**src/rtl/pipe_pkg.sv**
```systemverilog
// rtl/pipe_pkg.sv - shared pipeline widths, control bundle and ALU op encodings
package pipe_pkg;

    localparam int DATA_W     = 32;
    localparam int REG_ADDR_W = 5;
    localparam int ALUOP_W    = 4;

    typedef enum logic [ALUOP_W-1:0] {
        ALU_ADD = 4'h0,
        ALU_SUB = 4'h1,
        ALU_AND = 4'h2,
        ALU_OR  = 4'h3,
        ALU_XOR = 4'h4,
        ALU_NOR = 4'h5,
        ALU_SLT = 4'h6,
        ALU_SLL = 4'h7,
        ALU_SRL = 4'h8,
        ALU_SRA = 4'h9,
        ALU_LUI = 4'hA
    } alu_op_e;

    // Control bits that travel with an instruction; zeroed as a unit for bubbles.
    typedef struct packed {
        logic               reg_write;
        logic               mem_to_reg;
        logic               mem_read;
        logic               mem_write;
        logic               branch;
        logic               alu_src;
        logic               reg_dst;
        logic [ALUOP_W-1:0] alu_op;
    } ctrl_t;

endpackage

```
**src/rtl/sat_counter.sv**
```systemverilog
// rtl/sat_counter.sv - saturating up-counter with enable and sync active-low clear
//   clk    : rising-edge clock
//   rst_n  : synchronous active-low clear
//   en     : count one event this cycle
//   count  : current value, sticks at all-ones
module sat_counter #(
    parameter int W = 16
) (
    input  logic         clk,
    input  logic         rst_n,
    input  logic         en,
    output logic [W-1:0] count
);

    localparam logic [W-1:0] ONE = {{(W-1){1'b0}}, 1'b1};

    always_ff @(posedge clk) begin
        if (!rst_n) begin
            count <= '0;
        end else if (en && (count != '1)) begin
            count <= count + ONE;
        end
    end

endmodule

```
**src/rtl/id_ex_reg.sv**
```systemverilog
// rtl/id_ex_reg.sv - ID/EX pipeline register with stall, flush and bubble counter
//   clk, rst_n       : clock, synchronous active-low reset
//   stall, flush     : hold stage / insert bubble (flush wins)
//   id_*             : decoded instruction fields from the ID stage
//   ex_*             : registered copies presented to EX
//   bubble_count     : saturating count of bubbles inserted since reset
module id_ex_reg
    import pipe_pkg::*;
#(
    parameter int DATA_W     = pipe_pkg::DATA_W,
    parameter int REG_ADDR_W = pipe_pkg::REG_ADDR_W,
    parameter int ALUOP_W    = pipe_pkg::ALUOP_W,
    parameter int CNT_W      = 16
) (
    input  logic                  clk,
    input  logic                  rst_n,
    input  logic                  stall,
    input  logic                  flush,
    input  logic                  id_valid,
    input  logic [DATA_W-1:0]     id_pc_plus4,
    input  logic [DATA_W-1:0]     id_rs_data,
    input  logic [DATA_W-1:0]     id_rt_data,
    input  logic [DATA_W-1:0]     id_ext_imm,
    input  logic [REG_ADDR_W-1:0] id_rs,
    input  logic [REG_ADDR_W-1:0] id_rt,
    input  logic [REG_ADDR_W-1:0] id_rd,
    input  logic [4:0]            id_shamt,
    input  logic                  id_reg_write,
    input  logic                  id_mem_to_reg,
    input  logic                  id_mem_read,
    input  logic                  id_mem_write,
    input  logic                  id_branch,
    input  logic                  id_alu_src,
    input  logic                  id_reg_dst,
    input  logic [ALUOP_W-1:0]    id_alu_op,
    output logic                  ex_valid,
    output logic [DATA_W-1:0]     ex_pc_plus4,
    output logic [DATA_W-1:0]     ex_rs_data,
    output logic [DATA_W-1:0]     ex_rt_data,
    output logic [DATA_W-1:0]     ex_ext_imm,
    output logic [REG_ADDR_W-1:0] ex_rs,
    output logic [REG_ADDR_W-1:0] ex_rt,
    output logic [REG_ADDR_W-1:0] ex_rd,
    output logic [4:0]            ex_shamt,
    output logic                  ex_reg_write,
    output logic                  ex_mem_to_reg,
    output logic                  ex_mem_read,
    output logic                  ex_mem_write,
    output logic                  ex_branch,
    output logic                  ex_alu_src,
    output logic                  ex_reg_dst,
    output logic [ALUOP_W-1:0]    ex_alu_op,
    output logic [CNT_W-1:0]      bubble_count
);

    ctrl_t id_ctrl;
    ctrl_t ex_ctrl;

    always_comb begin
        id_ctrl            = '0;
        id_ctrl.reg_write  = id_reg_write;
        id_ctrl.mem_to_reg = id_mem_to_reg;
        id_ctrl.mem_read   = id_mem_read;
        id_ctrl.mem_write  = id_mem_write;
        id_ctrl.branch     = id_branch;
        id_ctrl.alu_src    = id_alu_src;
        id_ctrl.reg_dst    = id_reg_dst;
        id_ctrl.alu_op     = id_alu_op;
    end

    always_ff @(posedge clk) begin
        if (!rst_n || flush) begin
            ex_valid    <= 1'b0;
            ex_pc_plus4 <= '0;
            ex_rs_data  <= '0;
            ex_rt_data  <= '0;
            ex_ext_imm  <= '0;
            ex_rs       <= '0;
            ex_rt       <= '0;
            ex_rd       <= '0;
            ex_shamt    <= '0;
            ex_ctrl     <= '0;
        end else if (!stall) begin
            ex_valid    <= id_valid;
            ex_pc_plus4 <= id_pc_plus4;
            ex_rs_data  <= id_rs_data;
            ex_rt_data  <= id_rt_data;
            ex_ext_imm  <= id_ext_imm;
            ex_rs       <= id_rs;
            ex_rt       <= id_rt;
            ex_rd       <= id_rd;
            ex_shamt    <= id_shamt;
            // A non-valid slot must never write state downstream, so its
            // control bits are dropped while its data still flows through.
            ex_ctrl     <= id_valid ? id_ctrl : '0;
        end
    end

    assign ex_reg_write  = ex_ctrl.reg_write;
    assign ex_mem_to_reg = ex_ctrl.mem_to_reg;
    assign ex_mem_read   = ex_ctrl.mem_read;
    assign ex_mem_write  = ex_ctrl.mem_write;
    assign ex_branch     = ex_ctrl.branch;
    assign ex_alu_src    = ex_ctrl.alu_src;
    assign ex_reg_dst    = ex_ctrl.reg_dst;
    assign ex_alu_op     = ex_ctrl.alu_op;

    // A bubble is any edge that leaves EX empty: a flush, or an unstalled
    // load of a non-valid slot.
    logic bubble_en;
    assign bubble_en = flush || (!stall && !id_valid);

    sat_counter #(.W(CNT_W)) u_bubble_cnt (
        .clk   (clk),
        .rst_n (rst_n),
        .en    (bubble_en),
        .count (bubble_count)
    );

endmodule
```
**config.mk**
```make
export PLATFORM = sky130hd
export DESIGN_NAME = id_ex_reg
export DESIGN_NICKNAME = d
export VERILOG_FILES = /design/src/rtl/pipe_pkg.sv /design/src/rtl/sat_counter.sv /design/src/rtl/id_ex_reg.sv
export SDC_FILE = /design/constraint.sdc
export NUM_CORES = 1
export LEC_CHECK = 0
export CAP_MARGIN = 20
export CORE_MARGIN = 3
export CORE_UTILIZATION = 39
export CTS_CLUSTER_DIAMETER = 150
export DETAILED_ROUTE_END_ITERATION = 8
export PLACE_DENSITY = 0.8
export SLEW_MARGIN = 20
export SYNTH_ARGS = -nofsm -noshare
export SYNTH_HDL_FRONTEND = slang
export SYNTH_SLANG_ARGS = --single-unit
```
**constraint.sdc**
```tcl
create_clock -name clk -period 1.8 [get_ports clk]
set_input_delay 0.36 -clock clk [delete_from_list [all_inputs] [get_ports clk]]
set_output_delay 0.36 -clock clk [all_outputs]
set_load 0.01 [all_outputs]
```
==> summary.md <==
## STA
* PnR worst setup slack: 0.0640 ns
* RSZ-0062 raised after global routing: false
* final number of setup-violating endpoints: 0
* clock skew after layout: 0.00742 ns
* Final Hold Viols: 0
* slew of the pin with the lowest slew margin: 0.938 ns
* Setup Total Neg Slack: 0 ns
* worst hold slack across all endpoints: 0.489 ns
* pins over their slew limit: 0
* final period utilization: 0.964
* relative slew slack: 0.373
* highest clock rate: 576 MHz
* min cycle time layout: 1.74 ns

## Clock tree
* clock-pin slew of the registers on the worst-case setup and hold paths: 0.06 ns
* clock sink total: 176
* cts bufs inserted: 17
* deepest level of the CTS H-tree: 4
* maximum root-to-sink buffer count: 2
* setup fix buffers added after clock tree synthesis: 0
* latest clock arrival within the worst-skew pair: 0.42 ns
* clock tree from TritonCTS: yes
* clock root buffer: clkbuf_16

## Die
* Die Area: 0.0181 mm^2
* # rows: 46
* area of the placeable core: 0.0161 mm^2
* die span in y: 135 um
* overall die width: 135 um
* count of boundary I/O pins: 340
* starting utilization of the core area: 0.402

## Critical path
* WP data required: 1.44 ns
* endpoint class of the critical path: output port
* Crit-path slowest cell: clkdlybuf4s50_1
* WS Path Type: flop to output port
* category of cells accounting for the largest share of critical-path delay: buffers and inverters
* sequence of cells on the critical path: clkdlybuf4s50_1
* Worst setup SP type: flop
* highest cell delay on the worst timing path: 0.56 ns
* crit-path max FO: 8
* Worst EP arrival: 1.38 ns
* sum of buffers and inverters on the critical path: 1

## Placement
* sum of net half-perimeters after detailed placement: 14.4 mm
* worst setup timing slack at the placement stage: -0.237 ns
* Buffers on Ports: 339
* area of placed instances: 0.0102 mm^2
* placed cells: 1161
* routability-driven placement congestion ratio: 0.864

## Outcome
* outcome: finished, final reports clean

## Layout
* antenna cells: 0
* Final Net Count: 1129
* most frequent cells in the layout: 331 x clkdlybuf4s50_1, 169 x dfxtp_1, 162 x nor2_1, 155 x mux2i_1, 18 x buf_4
* register cell area after layout: 0.00353 mm^2
* area of combinational cells with multiple inputs: 0.00275 mm^2
* most frequent standard cell in the layout excluding fill and tap cells: clkdlybuf4s50_1
* proportion of layout cells with a drive suffix above 1: 0.0696
* Filler Cells Inserted: 1285
* post-route standard cell area excluding fillers: 0.0108 mm^2
* final non-filler cell total: 1193
* final core utilization: 0.674
* area growth from synthesis to layout: 67.6%

## Global route
* maximum number of pins on one net before global-route repair: 58
* first-pass GRT wire length: 29.4 mm
* Total Routing Usage GR: 0.204
* GR Overflow Total: 0
* vias in the first global route: 5565
* number of antenna violations at the first check in global routing: 0

## Logic synthesis
* Async S/R FF share, synth: 0
* Synthesized Nets: 790
* Yosys warning count: 0
* Synth cell types: 40
* Cells after Synth: 625
* Most used DFF post-synth: dfxtp_1
* netlist area before placement: 0.00645 mm^2
* #FFs+latches synth: 176
* count of flip-flops with a built-in enable after synthesis: 0
* register area share after synthesis: 0.546
* average size of a mapped cell: 10.3 um^2

## Pwr
* power share of the sequential group: 0.449
* peak ir drop on the vdd network: 0.570 mV
* total power per unit cell area: 839 mW/mm^2
* total power of the final layout: 9.08 mW
* clock share of power: 0.423
* logic gate share of total power: 0.128
* cell internal pwr: 7.04 mW
* static leakage power: 4.48 nW
* switching share of power: 0.224
* switching power summed over all nets: 2.03 mW

## Route
* remaining antenna violation count: 0
* total via count after detailed routing: 5675
* DRC errors left: 0
* Via-to-Cell Ratio: 4.76
* mean routed wirelength per cell: 16.0 um
* first-pass iteration count of the detailed router: 4
* Routed Wire Length: 19.1 mm
* count of routing violations after the opening detailed-route iteration: 230

## Hold path
* worst hold path class: flop to flop

## Flow run
* count of max-cap constraint violations: 0

## power by group through the flow
stage / clock (mW) / sequential (mW) / combinational [mW]
CTS: 3.94 / 4.08 / 1.17
floorplan: 0 / 4.22 / 0.396
detailed placement: 0 / 4.16 / 1.17
global placement: 0 / 4.16 / 1.16
global route: 4.10 / 4.09 / 1.25
finish: 3.84 / 4.08 / 1.16
## synth_stat cells, drive strengths merged (2+ instances only)
cell,number,share of area
a21oi,3,0.0023
a22oi,11,0.013
a31oi,3,0.0029
and4,4,0.0056
buf,18,0.015
clkbuf,24,0.014
dfxtp,176,0.55
mux2i,155,0.24
nand2,15,0.0087
nand2b,9,0.0087
nand3,6,0.0047
nand4,7,0.0068
nor2,162,0.094
nor3,3,0.0023
nor4,3,0.0029
o211a,2,0.0031
o21ai,3,0.0023
o21bai,2,0.0029
## final timing paths
path | endpoint | start | slack, ns | cells after the start
worst min-delay path | ex_valid | ex_valid | 0.49 | 2
worst max register to register | u_bubble_cnt.count[9] | u_bubble_cnt.count[0] | 0.10 | 5
worst min register to register | ex_valid | ex_valid | 0.49 | 2
worst max-delay path | bubble_count[12] | u_bubble_cnt.count[12] | 0.06 | 1
## per-layer routing
| layer | GRT usage | up-vias | share of wire |
|---|---|---|---|
| met1 | 0.234 | 2616 | 0.39 |
| met5 | 0 | - | 0 |
| li1 | - | 2805 | - |
| met3 | 0.0697 | 29 | 0.079 |
| met2 | 0.350 | 225 | 0.51 |
| met4 | 0.0775 | 0 | 0.022 |
## area by class of cell
class | count | share of cell area
Multi-Input combinational cell | 406 | 0.254
Clock inverter | 11 | 0.0141
Sequential cell | 176 | 0.327
Timing Repair Buffer | 362 | 0.336
Clock buffer | 21 | 0.0435
Inverter | 1 | 0.000347
Tap cell | 216 | 0.0250
## logic make-up after synthesis
group           count (synthesis)  share of synthesized area
flops                         176                      0.546
mux                           155                      0.240
simple gates                  216                      0.143
fa+ha+maj                       1                    0.00194
buf+inv                        43                     0.0295
compound gates                 34                     0.0397
## what timing repair did
action	4_1_cts	5_1_grt
hold buffers	0	0
pin swaps	0	0
gates cloned	0	0
gates resized for setup	9	5
setup endpoints to repair	9	5
No activity file was read; power rests on OpenSTA's default activity.
